File: config.mk
export PLATFORM = sky130hd
export DESIGN_NAME = d_hazard_scoreboard
export DESIGN_NICKNAME = d
export VERILOG_FILES = /design/src/rtl/hz_pkg.sv /design/src/rtl/hz_src_match.sv /design/src/rtl/d_hazard_scoreboard.sv
export SDC_FILE = /design/constraint.sdc
export NUM_CORES = 1
export LEC_CHECK = 0
export ABC_AREA = 0
export CAP_MARGIN = 20
export CELL_PAD_IN_SITES_DETAIL_PLACEMENT = 1
export CELL_PAD_IN_SITES_GLOBAL_PLACEMENT = 2
export CORE_MARGIN = 5
export CORE_UTILIZATION = 31
export CTS_CLUSTER_DIAMETER = 100
export CTS_CLUSTER_SIZE = 8
export DETAILED_ROUTE_END_ITERATION = 10
export PLACE_DENSITY_LB_ADDON = 0.1
export SKIP_LAST_GASP = 1
export SLEW_MARGIN = 20
export SYNTH_ARGS = -nofsm -noshare
export SYNTH_HDL_FRONTEND = slang
export SYNTH_SLANG_ARGS = --single-unit
export TNS_END_PERCENT = 5
File: constraint.sdc
create_clock -name clk -period 7.28 [get_ports clk]
set_input_delay 0.728 -clock clk [delete_from_list [all_inputs] [get_ports clk]]
set_output_delay 0.728 -clock clk [all_outputs]
set_load 0.02 [all_outputs]
File: src/rtl/hz_pkg.sv
// Shared encodings, tracking-entry type and Tnew helper for the D-stage hazard scoreboard.
package hz_pkg;

    localparam logic [1:0] FWD_RF    = 2'd0;
    localparam logic [1:0] FWD_E     = 2'd1;
    localparam logic [1:0] FWD_M     = 2'd2;
    localparam logic [1:0] FWD_W     = 2'd3;
    localparam logic [1:0] TUSE_NONE = 2'd3;

    localparam int unsigned REG_W  = 5;
    localparam int unsigned TNEW_W = 2;

    typedef struct packed {
        logic [REG_W-1:0]  a3;
        logic [TNEW_W-1:0] tnew;
    } hz_entry_t;

    function automatic logic [TNEW_W-1:0] sat_dec(input logic [TNEW_W-1:0] t);
        return (t == '0) ? '0 : t - 1'b1;
    endfunction

endpackage

File: src/rtl/hz_src_match.sv
// Resolves one D-stage source operand against the E/M/W entries: forward select and stall request.
module hz_src_match
    import hz_pkg::*;
(
    input  logic [REG_W-1:0]  a,
    input  logic [TNEW_W-1:0] tuse,
    input  hz_entry_t         e_ent,
    input  hz_entry_t         m_ent,
    input  hz_entry_t         w_ent,
    output logic [1:0]        fwd_sel,
    output logic              stall_req
);

    logic              hit;
    logic [TNEW_W-1:0] hit_tnew;
    logic [1:0]        hit_stage;

    always_comb begin
        fwd_sel   = FWD_RF;
        stall_req = 1'b0;
        hit       = 1'b0;
        hit_tnew  = '0;
        hit_stage = FWD_RF;
        // a != 0 also guarantees $0 destinations can never match
        if (a != '0 && tuse != TUSE_NONE) begin
            if (e_ent.a3 == a) begin
                hit       = 1'b1;
                hit_tnew  = e_ent.tnew;
                hit_stage = FWD_E;
            end else if (m_ent.a3 == a) begin
                hit       = 1'b1;
                hit_tnew  = m_ent.tnew;
                hit_stage = FWD_M;
            end else if (w_ent.a3 == a) begin
                hit       = 1'b1;
                hit_tnew  = w_ent.tnew;
                hit_stage = FWD_W;
            end
            if (hit) begin
                if (hit_tnew == '0) begin
                    fwd_sel = hit_stage;
                end else if (hit_tnew > tuse) begin
                    stall_req = 1'b1;
                end
            end
        end
    end

endmodule

File: src/rtl/d_hazard_scoreboard.sv
// Tracks E/M/W destinations and Tnew; produces D-stage stall and per-operand forward selects.
module d_hazard_scoreboard
    import hz_pkg::*;
#(
    parameter int unsigned TNEW_MAX = 2,
    parameter int unsigned CNT_W    = 32
) (
    input  logic             clk,
    input  logic             reset,
    input  logic [4:0]       D_A1,
    input  logic [4:0]       D_A2,
    input  logic [1:0]       D_Tuse1,
    input  logic [1:0]       D_Tuse2,
    input  logic [4:0]       D_A3,
    input  logic [1:0]       D_Tnew,
    input  logic             flush,
    output logic             stall,
    output logic [1:0]       fwd_sel1,
    output logic [1:0]       fwd_sel2,
    output logic [4:0]       E_A3,
    output logic [4:0]       M_A3,
    output logic [4:0]       W_A3,
    output logic [CNT_W-1:0] stall_cycles
);

    localparam logic [TNEW_W-1:0] TNEW_CAP = (TNEW_MAX > 3) ? 2'd3 : TNEW_W'(TNEW_MAX);

    hz_entry_t        e_q, e_d, m_q, m_d, w_q, w_d;
    logic [CNT_W-1:0] cnt_q, cnt_d;
    logic             stall_req1, stall_req2;
    logic [1:0]       d_tnew_clamped;

    hz_src_match u_src1 (
        .a         (D_A1),
        .tuse      (D_Tuse1),
        .e_ent     (e_q),
        .m_ent     (m_q),
        .w_ent     (w_q),
        .fwd_sel   (fwd_sel1),
        .stall_req (stall_req1)
    );

    hz_src_match u_src2 (
        .a         (D_A2),
        .tuse      (D_Tuse2),
        .e_ent     (e_q),
        .m_ent     (m_q),
        .w_ent     (w_q),
        .fwd_sel   (fwd_sel2),
        .stall_req (stall_req2)
    );

    assign stall          = stall_req1 | stall_req2;
    assign d_tnew_clamped = (D_Tnew > TNEW_CAP) ? TNEW_CAP : D_Tnew;

    always_comb begin
        e_d   = stall ? '0 : hz_entry_t'{a3: D_A3, tnew: d_tnew_clamped};
        m_d   = hz_entry_t'{a3: e_q.a3, tnew: sat_dec(e_q.tnew)};
        w_d   = hz_entry_t'{a3: m_q.a3, tnew: sat_dec(m_q.tnew)};
        cnt_d = cnt_q + {{(CNT_W-1){1'b0}}, stall};
        // flush wins over the stall bubble but the stalled cycle is still counted
        if (flush) begin
            e_d = '0;
            m_d = '0;
            w_d = '0;
        end
    end

    always_ff @(posedge clk or posedge reset) begin
        if (reset) begin
            e_q   <= '0;
            m_q   <= '0;
            w_q   <= '0;
            cnt_q <= '0;
        end else begin
            e_q   <= e_d;
            m_q   <= m_d;
            w_q   <= w_d;
            cnt_q <= cnt_d;
        end
    end

    assign E_A3         = e_q.a3;
    assign M_A3         = m_q.a3;
    assign W_A3         = w_q.a3;
    assign stall_cycles = cnt_q;

endmodule

* Word-level counts from Yosys, hierarchy flattened *
Cells that the tools add are included.

operators by class
  add/sub/neg operators = 3
  magnitude comparators = 3
  equality and inequality tests = 8
  multiplexer cells = 43
  bitwise logic cells = 1
  reduce and logical (&&, ||, !) cells = 8

operator list
  kind                                                                count
  2-bit 2-to-1 mux                                                    23
  32-bit by 1-bit adder with 32-bit output                            1
  5-bit == test                                                       6
  7-bit 2-to-1 mux                                                    4
  1-bit 2-to-1 mux                                                    16
  5-bit nonzero test                                                  2
  2-bit logical NOT                                                   4
  2-bit > comparator                                                  2
  2-bit != test, second input constant                                2
  2-bit by 1-bit subtractor with 2-bit output, second input constant  2
  2-bit > comparator, second input constant                           1
  1-bit logical AND                                                   2
  1-bit bitwise OR                                                    1

word-level totals
  bits in registers = 53
  input port bits = 24

* Logic depth before layout (Yosys ltp) *
Gate-level depths: netlist (run 1).

  depth in word-level cells = 13
  mapped depth = 19
  gate-level depth less buffers = 19

* Cells and area by module *
From an unflattened synthesis (run 1), not the netlist that was laid out.

unflattened totals
  cell total of the unflattened synthesis = 296
  area, all modules = 3070.4 µm²

modules (own cells, without submodules)
  module               times used  cells each  area each (µm²)
  d_hazard_scoreboard  1           190         2262.2
  hz_src_match         2           53          404.1

* Least setup slack after synthesis (run 1) *
OpenSTA, ideal clock, no wires.

  path kind = input to register
  from = input port D_A1[2]
  to = register cnt_q[30] (netlist: stall_cycles[30])
  setup time = 0.129 ns
  data arrival time = 4.184 ns
  data required time = 7.151 ns
  setup slack = 2.967 ns
  stages = 17
  buffers on the path = 0
  cell sequence = xor2_1 > nor3_2 > and2_4 > nor4_4 > a22o_1 > mux2i_1 > ha_1 > a211o_2 > a311oi_4 > or2_1 > ha_1 > ha_1 > and3_1 > nand2b_4 > nor3_2 > nand3_1 > xnor2_1

between the ends
  word-level cells in the longest chain between the ends = 12
  elaborated cells on any way between the ends = 21

RTL lines
  item                                          RTL line                   RTL
  from (decl)                                   d_hazard_scoreboard.sv:10  input logic [4:0] D_A1,
  5-bit == test                                 hz_src_match.sv:34         end else if (w_ent.a3 == a) begin
  2-bit 2-to-1 mux                              hz_src_match.sv:34
  2-bit 2-to-1 mux                              hz_src_match.sv:30         end else if (m_ent.a3 == a) begin
  2-bit 2-to-1 mux                              hz_src_match.sv:26         if (e_ent.a3 == a) begin
  2-bit 2-to-1 mux                              hz_src_match.sv:25         if (a != '0 && tuse != TUSE_NONE) begin
  2-bit > comparator                            hz_src_match.sv:42         end else if (hit_tnew > tuse) begin
  1-bit 2-to-1 mux                              hz_src_match.sv:42
  1-bit 2-to-1 mux                              hz_src_match.sv:40         if (hit_tnew == '0) begin
  1-bit 2-to-1 mux                              hz_src_match.sv:39         if (hit) begin
  1-bit 2-to-1 mux (*)                          hz_src_match.sv:25
  1-bit bitwise OR (*)                          d_hazard_scoreboard.sv:53  assign stall = stall_req1 | stall_req2;
  named net stall                               d_hazard_scoreboard.sv:17  output logic stall,
  32-bit by 1-bit adder with 32-bit output (*)  d_hazard_scoreboard.sv:60  cnt_d = cnt_q + {{(CNT_W-1){1'b0}}, stall};
  named net cnt_d[30]                           d_hazard_scoreboard.sv:29  logic [CNT_W-1:0] cnt_q, cnt_d;
  to (signal assigned)                          d_hazard_scoreboard.sv:79  cnt_q <= cnt_d;
  to (decl)                                     d_hazard_scoreboard.sv:29

Mark *: on every way through the listed nets, which the timed path passes. The rest lies on a longest branch. The select of a mux whose other input is x is not followed.

* Final worst setup path (run 1) *
  from = input port D_A1[0]
  to = output port stall

between the ends
  word-level cells in the longest chain between the ends = 11
  elaborated cells on any way between the ends = 20

RTL lines
  item                  RTL line
  5-bit == test         hz_src_match.sv:34
  2-bit 2-to-1 mux      hz_src_match.sv:34
  2-bit 2-to-1 mux      hz_src_match.sv:30
  2-bit 2-to-1 mux      hz_src_match.sv:26
  2-bit 2-to-1 mux      hz_src_match.sv:25
  2-bit > comparator    hz_src_match.sv:42
  1-bit 2-to-1 mux      hz_src_match.sv:42
  1-bit 2-to-1 mux      hz_src_match.sv:40
  1-bit 2-to-1 mux      hz_src_match.sv:39
  1-bit 2-to-1 mux (*)  hz_src_match.sv:25
  1-bit bitwise OR (*)  d_hazard_scoreboard.sv:53
  to (decl)             d_hazard_scoreboard.sv:17

Every way passes the cells marked *; elsewhere a longest branch is shown, timed or not. The select of a mux whose other input is x is not followed.

==> results of run 1 <==
registers in the layout, summed over array words and instances (netlist names):
register      cells
m_q               2
w_q               2
E_A3              5
stall_cycles     32
e_q               2
W_A3              5
M_A3              5
worst max path at each step:
stage | start | to | slack (ns) | depth (start not counted)
after floorplan | D_A1[2] | stall_cycles[30]$_DFF_PP0_ | 2.97 | 17
after global placement | D_A1[0] | stall_cycles[30]$_DFF_PP0_ | 2.11 | 18
after detailed placement | D_A1[0] | stall_cycles[30]$_DFF_PP0_ | 1.99 | 18
after CTS | D_A1[0] | stall | 2.20 | 12
after global routing | D_A2[2] | stall_cycles[30]$_DFF_PP0_ | 1.86 | 19
final | D_A1[0] | stall | 2.25 | 12
metal layers:
layer	routed length, um	vias up	track usage
met3	511	4	0.0390
li1	-	1060	-
met5	0	-	0
met4	51	0	0.0243
met1	3580	1106	0.189
met2	3640	47	0.225
metrics by stage:
stage          area [um2]  std cells  hold slack (ns)  power [W]  utilization
6_report             3880        467            0.477   0.000586        0.418
5_1_grt              3880        467            0.516   0.000615        0.418
4_1_cts              3880        467            0.487   0.000596        0.418
3_5_place_dp         3770        459            0.472   0.000392        0.406
3_3_place_gp         3770        459            0.469   0.000391        0.406
2_1_floorplan        2970        271            0.480   0.000357            -
power by group through the flow:
stage	Sequential (W)	Clock [W]	Combinational [W]
2_1_floorplan	0.000311	0	0.0000465
4_1_cts	0.000308	0.000209	0.0000790
3_5_place_dp	0.000313	0	0.0000787
5_1_grt	0.000308	0.000221	0.0000855
3_3_place_gp	0.000314	0	0.0000775
6_report	0.000307	0.000201	0.0000772
cell usage after synthesis (all sizes together), types with 2 or more instances:
cell	number	share of area
a211oi	3	0.0076
a21oi	4	0.0080
a22oi	2	0.0050
and2	2	0.0059
and3	7	0.015
and3b	3	0.0088
and4	3	0.0088
buf	15	0.038
clkbuf	2	0.0025
dfrtp	53	0.45
ha	6	0.025
inv	5	0.0063
nand2	17	0.021
nand2b	4	0.011
nand3	16	0.029
nand3b	4	0.010
nand4	5	0.013
nor2	12	0.015
nor2b	11	0.023
nor3	7	0.019
nor3b	3	0.0076
nor4	3	0.013
nor4b	6	0.018
o211ai	2	0.0050
o21ai	3	0.0063
o31ai	2	0.014
or4	2	0.0050
xnor2	33	0.097
xor2	27	0.080
layout make-up:
class | instances | area share
clock buffer | 6 | 0.0187
clock inverter | 2 | 0.00999
inverter | 5 | 0.00483
multi-input combinational | 196 | 0.388
sequential | 53 | 0.341
tap | 129 | 0.0416
timing repair buffer | 76 | 0.195
logic make-up (layout without fill, tap and decap cells):
kind of cell,after synthesis,in the layout
flops,53,53
fa+ha+maj,6,6
compound gates,23,23
xor+xnor,60,60
mux,1,1
simple gates,106,106
buf+inv,22,89
worst max-delay path, delay by kind of cell:
kind / cells / cell delay, ns
buf+inv: 2 / 1.22
compound gates: 3 / 1.02
simple gates: 4 / 0.77
fa+ha+maj: 1 / 0.28
xor+xnor: 1 / 0.21
mux: 1 / 0.07
==> metrics.cfg, run 1 <==
[outcome]
status=complete, no violations

[detailed_routing]
drc=0
drtIter0Drc=65
wl_per_cell_um=16.7
antenna_left=0
viasPerCell=4.75
routed-via-count=2217
finalWirelength_um=7780
first_pass_iters=4

[synth]
syn_area_per_cell_um2=11.0
yosys_warnings=0
synth.net_count=301
yosysSeqAreaShare=0.446
synthAdderAreaFrac=0.0253
synth_flop_cell=dfrtp_1
synth_edf_count=0
synthMuxAreaShare=0.00337
synth_compound_area_frac=0.0770
syn-instance-count=271
synth_top_family_by_area=simple AND/OR/NAND/NOR gates
synth-simple-area-share=0.225
synth_xor_area_frac=0.177
syn_area_mm2=0.00297
ys_types=46
async_flop_share=1.00
ys_ff_latch=53

[clocking]
cts.sinks=53
cts_root_buf=clkbuf_8
post_cts_buffers=0
clk_pin_slew_worst_paths_ns=0.10
clock_latency_ns=0.30
htreeDepth=2
ctsHoldBuffers=0
cts_buffers=5
cts_tree=yes
ctsResizeCount=0
clk_path_buf_depth=2

[power_and_ir_drop]
combPwrFrac=0.132
clkPwrFrac=0.344
irDropWorstVdd_mv=0.0757
switchingPower_w=0.000147
p_seq_frac=0.524
p_sw_frac=0.250
internal-power_w=0.000439
leakage_nw=1.65
p_per_area_mw_per_mm2=151

[placed_design]
hpwl_um=6090
place.port_buffers=75
routabilityCongestion=0.821
dp_worst_setup_slack_ns=1.99

[critical_path]
slowest_stage=clkdlybuf4s50_1
crit_top_cell=clkdlybuf4s50_1
reg2reg_depth=17
rr_startpoint=M_A3[0]$_DFF_PP0_
reg2reg_slack_ns=2.86
worst_ep_required_time_ns=6.55
end_kind=output port
crit_type=in -> out
worst-path-max-fanout=8
arrival_ns=4.30
r2r-end=stall_cycles[30]$_DFF_PP0_
start_kind=input pin
worstPathCellList=clkdlybuf4s50_1 > xor2_1 > nor3_2 > and2_4 > nor4_4 > a22o_1 > mux2i_1 > ha_1 > a211o_2 > a311oi_4 > or2_1 > clkdlybuf4s50_1
critPathMaxStageDelay_ns=0.63

[layout]
layout_commonest_cell=clkdlybuf4s50_1
seqCellArea_mm2=0.00133
multi_input_area_mm2=0.00151
nFillCells=1077
drive_gt1_frac=0.0828
nNetsFinal=367
area_growth_pct=30.6
final_cell_mix=clkdlybuf4s50_1 (75), dfrtp_1 (53), xnor2_1 (33)
n_antenna_cell=0

[global_routing]
overflow=0
track_usage=0.139
grt_pass1_vias=2430
grt_max_degree=54
antenna_found_initial=0
grt_pass1_wl_um=12800

[hold_path]
hold_path_class=reg -> reg
min_from=stall_cycles[31]$_DFF_PP0_
hold_end=stall_cycles[31]$_DFF_PP0_
hold_depth=1

[sta]
max_slew_margin=0.467
period_share=0.691
min_period_ns=5.03
clock.fmax_ghz=0.199
tns_ns=0
finalMaxSlewViolations=0
worst_pin_slew_ns=0.797
layout_setup_ws_ns=2.25
rsz0062_at_grt=false
skew_ns=0.00911
hold_viol_final=0
setup_violations=0

[die]
fp.dieW_um=108
fp.coreArea_mm2=0.00928
row_count=35
io-pin-count=76
die_area_mm2=0.0116
die_h_um=108
start_util=0.320

[flow_run]
drv_cap=0

Power figures use the tool's default switching activity.
==> run 2, diff against run 1 <==
==> constraint.sdc (replaced) <==
create_clock -name clk -period 5.1 [get_ports clk]
set_input_delay 0.51 -clock clk [delete_from_list [all_inputs] [get_ports clk]]
set_output_delay 0.51 -clock clk [all_outputs]
set_load 0.02 [all_outputs]
==> metrics.cfg, run 2 (synthesis gave the netlist of run 1 again) <==
[outcome]
status=complete, no violations

[critical_path]
worstPathCellList=clkdlybuf4s50_1 > xor2_1 > nor3_2 > and2_4 > nor4_4 > a22o_1 > mux2i_1 > ha_1 > a211o_2 > a311oi_4 > or2_1 > ha_1 > ha_1 > and3_1 > nand2b_4 > nor3_2 > nand3_1 > xnor2_1
cp_num_cells=18  ; +6
reg2reg_depth=18  ; +1
critical-path-top-delay-family=simple AND/OR/NAND/NOR gates
end_kind=flop
worst_ep_required_time_ns=5.30  ; -1.25 ns
slowest_stage=clkdlybuf4s50_1
crit_top_cell=ha_1
critPathMaxStageDelay_ns=0.59  ; -0.04 ns
rr_startpoint=E_A3[3]$_DFF_PP0_
crit_type=in -> reg
worst-path-buf-inv=1  ; -1
start_kind=input pin
r2r-end=stall_cycles[30]$_DFF_PP0_
reg2reg_slack_ns=0.82  ; -2.04 ns
arrival_ns=4.76  ; +0.46 ns
worst-path-max-fanout=5  ; -3

[sta]
rsz0062_at_grt=false
setup_violations=0  ; unchanged
min_period_ns=4.56
max_slew_margin=0.457  ; -0.00979
skew_ns=0.00365  ; -0.00546 ns
clock.fmax_ghz=0.220
tns_ns=0  ; unchanged
period_share=0.893
finalMaxSlewViolations=0  ; unchanged
hold_viol_final=0  ; unchanged
worst_pin_slew_ns=0.812  ; +0.0146 ns
layout_setup_ws_ns=0.545  ; -1.71 ns

[flow_run]
drv_cap=0  ; unchanged

[power_and_ir_drop]
p_sw_frac=0.248  ; -0.00245
irDropWorstVdd_mv=0.0889  ; +17%
leakage_nw=1.67  ; +1.1%
power.total_w=0.000850  ; +45%
switchingPower_w=0.000211  ; +44%
p_seq_frac=0.516  ; -0.008
internal-power_w=0.000639  ; +46%
combPwrFrac=0.130  ; -0.002
clkPwrFrac=0.354  ; +0.010
p_per_area_mw_per_mm2=217  ; +44%

[layout]
multi_input_area_mm2=0.00151  ; unchanged
drive_gt1_frac=0.0909  ; +0.00807
n_antenna_cell=0  ; unchanged
nNetsFinal=370  ; +0.82%
area_growth_pct=31.6
largest_register_ffs=32  ; unchanged
final_cell_mix=clkdlybuf4s50_1 (75), dfrtp_1 (53), xnor2_1 (33)
final_core_util=0.421  ; +0.00296
layout_commonest_cell=clkdlybuf4s50_1
seqCellArea_mm2=0.00133  ; unchanged
layout.cells.non_filler=470  ; +0.64%
nFillCells=1056  ; -1.9%

[global_routing]
grt_max_degree=54  ; unchanged
overflow=0  ; unchanged
grt_pass1_vias=2338  ; -3.8%
grt_pass1_wl_um=12700  ; -0.65%
antenna_found_initial=0  ; unchanged
track_usage=0.141  ; +0.00169

[placed_design]
routabilityCongestion=0.741  ; -9.8%
hpwl_um=6110  ; +0.37%
dp_worst_setup_slack_ns=0.224  ; -1.77 ns
place.port_buffers=75  ; unchanged
dp_cells=462  ; +0.65%

[detailed_routing]
antenna_left=0  ; unchanged
viasPerCell=4.68  ; -1.4%
first_pass_iters=4  ; unchanged
drc=0  ; unchanged
wl_per_cell_um=16.8  ; +0.92%
finalWirelength_um=7900  ; +1.6%
routed-via-count=2199  ; -0.81%
drtIter0Drc=36  ; -45%

[clocking]
post_cts_buffers=0  ; unchanged
ctsResizeCount=0  ; unchanged
htreeDepth=2  ; unchanged
cts.sinks=53  ; unchanged
cts_buffers=5  ; unchanged
clock_latency_ns=0.30  ; about the same
ctsHoldBuffers=0  ; unchanged
clk_path_buf_depth=2  ; unchanged
clk_pin_slew_worst_paths_ns=0.10  ; about the same
cts_tree=yes
cts_root_buf=clkbuf_8

[die]
start_util=0.320  ; unchanged
fp.dieW_um=108  ; unchanged
io-pin-count=76  ; unchanged
die_area_mm2=0.0116  ; unchanged
fp.coreArea_mm2=0.00928  ; unchanged
row_count=35  ; unchanged
die_h_um=108  ; unchanged

[hold_path]
min_from=stall_cycles[31]$_DFF_PP0_
hold_depth=1  ; unchanged
hold_end=stall_cycles[31]$_DFF_PP0_
hold_path_class=reg -> reg

-- run 2: cell types whose count changed in the layout (fill, tap and decap cells not counted) --
cell / delta
buf_4: +3
clkbuf_8: +1
clkinv_4: -1
-- run 2: per-layer routing --
layer,vias up,GRT usage,routed length (um),share of wire
li1,1059,-,-,-
met1,1087,0.193,3840,0.49
met2,47,0.218,3530,0.45
met3,6,0.0432,469,0.059
met4,0,0.0325,65,0.0082
met5,-,0,0,0
-- run 2: how the worst max path moves through the flow --
stage	slack (ns)	start	to
after CTS	0.53	D_A1[0]	stall_cycles[30]$_DFF_PP0_
final	0.54	D_A1[0]	stall_cycles[30]$_DFF_PP0_
after floorplan	1.00	D_A1[2]	stall_cycles[30]$_DFF_PP0_
after global placement	0.30	D_A1[0]	stall_cycles[30]$_DFF_PP0_
after global routing	0.25	D_A1[0]	stall_cycles[26]$_DFF_PP0_
after detailed placement	0.22	D_A1[0]	stall_cycles[30]$_DFF_PP0_
-- run 2: area by class of cell --
class	instances	area share
Timing Repair Buffer	79	0.200
Inverter	5	0.00480
Tap cell	129	0.0413
Clock buffer	7	0.0221
Multi-Input combinational cell	196	0.385
Sequential cell	53	0.339
Clock inverter	1	0.00768
-- run 2: power by group through the flow --
stage                     Sequential, W  Combinational [W]  Clock (W)
after global placement         0.000447           0.000112          0
final                          0.000439           0.000111   0.000301
after detailed placement       0.000447           0.000112          0
after floorplan                0.000443          0.0000664          0
after CTS                      0.000439           0.000113   0.000311
after global routing           0.000440           0.000122   0.000332
-- run 2: stage by stage --
| step | hold WS [ns] | cell area, um2 |
|---|---|---|
| global route | 0.515 | 3910 |
| floorplan | 0.480 | 2970 |
| global placement | 0.467 | 3790 |
| detailed placement | 0.473 | 3790 |
| CTS | 0.487 | 3910 |
| finish | 0.479 | 3910 |
==> run 3, diff against run 2 <==
--- a/config.mk
+++ b/config.mk
@@ -11,10 +11,12 @@
 export CELL_PAD_IN_SITES_GLOBAL_PLACEMENT = 2
 export CORE_MARGIN = 5
 export CORE_UTILIZATION = 31
+export CTS_BUF_LIST = sky130_fd_sc_hd__clkbuf_16
 export CTS_CLUSTER_DIAMETER = 100
 export CTS_CLUSTER_SIZE = 8
 export DETAILED_ROUTE_END_ITERATION = 10
-export PLACE_DENSITY_LB_ADDON = 0.1
+export PLACE_DENSITY_LB_ADDON = 0.05
+export SETUP_SLACK_MARGIN = 0.3
 export SKIP_LAST_GASP = 1
 export SLEW_MARGIN = 20
 export SYNTH_ARGS = -nofsm -noshare
==> metrics.cfg, run 3 (synthesis gave the netlist of run 1 again) <==
[layout]
nNetsFinal=370  ; unchanged
final_cell_mix=clkdlybuf4s50_1 (75), dfrtp_1 (53), xnor2_1 (33)
largest_register_ffs=32  ; unchanged
n_antenna_cell=0  ; unchanged
area_growth_pct=32.7
drive_gt1_frac=0.0909  ; unchanged
nFillCells=1048  ; -0.76%
layout_commonest_cell=clkdlybuf4s50_1

[placed_design]
routabilityCongestion=0.801  ; +8.2%
place.port_buffers=75  ; unchanged
hpwl_um=6080  ; -0.43%
dp_worst_setup_slack_ns=0.213  ; -0.0111 ns

[sta]
rsz0062_at_grt=false
period_share=0.878  ; -0.0153
worst_pin_slew_ns=0.762  ; -0.0503 ns
clock.fmax_ghz=0.223  ; +1.7%
layout_setup_ws_ns=0.623  ; +0.0781 ns
tns_ns=0  ; unchanged
max_slew_margin=0.491  ; +0.0337
hold_viol_final=0  ; unchanged
min_period_ns=4.48  ; -0.0781 ns
setup_violations=0  ; unchanged
finalMaxSlewViolations=0  ; unchanged
skew_ns=0.0116  ; +0.00792 ns

[power_and_ir_drop]
p_seq_frac=0.495  ; -0.021
clkPwrFrac=0.380  ; +0.026
internal-power_w=0.000661  ; +3.3%
combPwrFrac=0.125  ; -0.005
irDropWorstVdd_mv=0.132  ; +49%
p_sw_frac=0.254  ; +0.00611
switchingPower_w=0.000225  ; +6.8%
leakage_nw=1.70  ; +2.0%
p_per_area_mw_per_mm2=225  ; +3.3%

[hold_path]
hold_end=stall_cycles[31]$_DFF_PP0_
min_from=stall_cycles[31]$_DFF_PP0_
hold_depth=1  ; unchanged
hold_path_class=reg -> reg

[global_routing]
grt_pass1_vias=2342  ; +0.17%
grt_max_degree=54  ; unchanged
antenna_found_initial=0  ; unchanged
grt_pass1_wl_um=12800  ; +0.60%
overflow=0  ; unchanged
track_usage=0.140  ; -0.000557

[critical_path]
rr_startpoint=M_A3[0]$_DFF_PP0_
r2r-end=stall_cycles[30]$_DFF_PP0_
reg2reg_depth=17  ; -1
worst-path-max-fanout=5  ; unchanged
start_kind=input pin
end_kind=flop
reg2reg_slack_ns=0.99  ; +0.17 ns
crit_type=in -> reg
worst_ep_required_time_ns=5.28  ; -0.02 ns
arrival_ns=4.65  ; -0.11 ns
startpoint=D_A1[0]

[die]
fp.dieW_um=108  ; unchanged
io-pin-count=76  ; unchanged
start_util=0.320  ; unchanged
row_count=35  ; unchanged
die_h_um=108  ; unchanged
fp.coreArea_mm2=0.00928  ; unchanged
die_area_mm2=0.0116  ; unchanged

[detailed_routing]
first_pass_iters=4  ; unchanged
antenna_left=0  ; unchanged
drtIter0Drc=55  ; +53%
routed-via-count=2209  ; +0.45%
wl_per_cell_um=16.9  ; +0.28%
finalWirelength_um=7920  ; +0.28%
drc=0  ; unchanged
viasPerCell=4.70  ; +0.45%

[clocking]
post_cts_buffers=0  ; unchanged
cts_root_buf=clkbuf_16
clock_latency_ns=0.29  ; about the same
cts_tree=yes
ctsResizeCount=0  ; unchanged
cts.sinks=53  ; unchanged
clk_path_buf_depth=2  ; unchanged
ctsHoldBuffers=0  ; unchanged
htreeDepth=2  ; unchanged
cts_buffers=5  ; unchanged
clk_pin_slew_worst_paths_ns=0.07  ; -0.03 ns

[outcome]
status=complete, no violations

[flow_run]
drv_cap=0  ; unchanged

==> run 3: cell count changes in the layout (fill, tap and decap cells not counted), sizes merged <==
cell,delta
clkbuf,-2
inv,+2
bufinv,-1
clkinv,+1
==> run 3: power groups by stage <==
stage | clock [W] | combinational, W | sequential [W]
global placement | 0 | 0.000111 | 0.000448
detailed placement | 0 | 0.000112 | 0.000447
CTS | 0.000349 | 0.000113 | 0.000439
finish | 0.000336 | 0.000111 | 0.000439
floorplan | 0 | 0.0000664 | 0.000443
global route | 0.000368 | 0.000122 | 0.000440
==> run 3: final cells by class <==
type | count | area [um2] | share of cell area
multi-input cells | 196 | 1510 | 0.384
repair buffers | 79 | 781 | 0.198
inverters | 5 | 18.8 | 0.00476
clock inverters | 3 | 17.5 | 0.00444
flip-flops and latches | 53 | 1330 | 0.336
well taps | 129 | 161 | 0.0409
clock buffers | 5 | 125 | 0.0317
==> run 3: metrics by stage <==
stage               cells  hold slack (ns)  total power (W)   util  instance area, um2
floorplan             271            0.480         0.000510      -                2970
global placement      462            0.462         0.000559  0.409                3790
detailed placement    462            0.471         0.000559  0.409                3790
CTS                   470            0.485         0.000901  0.424                3940
global route          470            0.497         0.000929  0.425                3940
finish                470            0.478         0.000886  0.425                3940
==> run 3: worst max-delay path by stage <==
stage | endpoint | slack, ns | depth (start not counted)
detailed placement | stall_cycles[30]$_DFF_PP0_ | 0.21 | 18
floorplan | stall_cycles[30]$_DFF_PP0_ | 1.00 | 17
CTS | stall_cycles[30]$_DFF_PP0_ | 0.48 | 18
global placement | stall_cycles[30]$_DFF_PP0_ | 0.38 | 18
global route | stall_cycles[30]$_DFF_PP0_ | 0.32 | 18
finish | stall_cycles[30]$_DFF_PP0_ | 0.62 | 18
==> run 3: critical path: stages <==
cell and delay, ns:
clkdlybuf4s50_1 0.59, xor2_1 0.21, nor3_2 0.07, and2_4 0.16
nor4_4 0.35, a22o_1 0.18, mux2i_1 0.07, ha_1 0.29
a211o_2 0.35, a311oi_4 0.28, or2_1 0.17, ha_1 0.23
ha_1 0.26, and3_1 0.34, nand2b_4 0.11, nor3_4 0.22
nand3_1 0.13, xnor2_1 0.14
==> run 3: metal layers <==
metal / global-route usage / routed length, um / vias to the layer above / share of wire
met5: 0 / 0 / - / 0
met2: 0.210 / 3420 / 52 / 0.43
li1: - / - / 1060 / -
met1: 0.206 / 4100 / 1090 / 0.52
met4: 0.0325 / 64 / 0 / 0.0081
met3: 0.0312 / 338 / 7 / 0.043
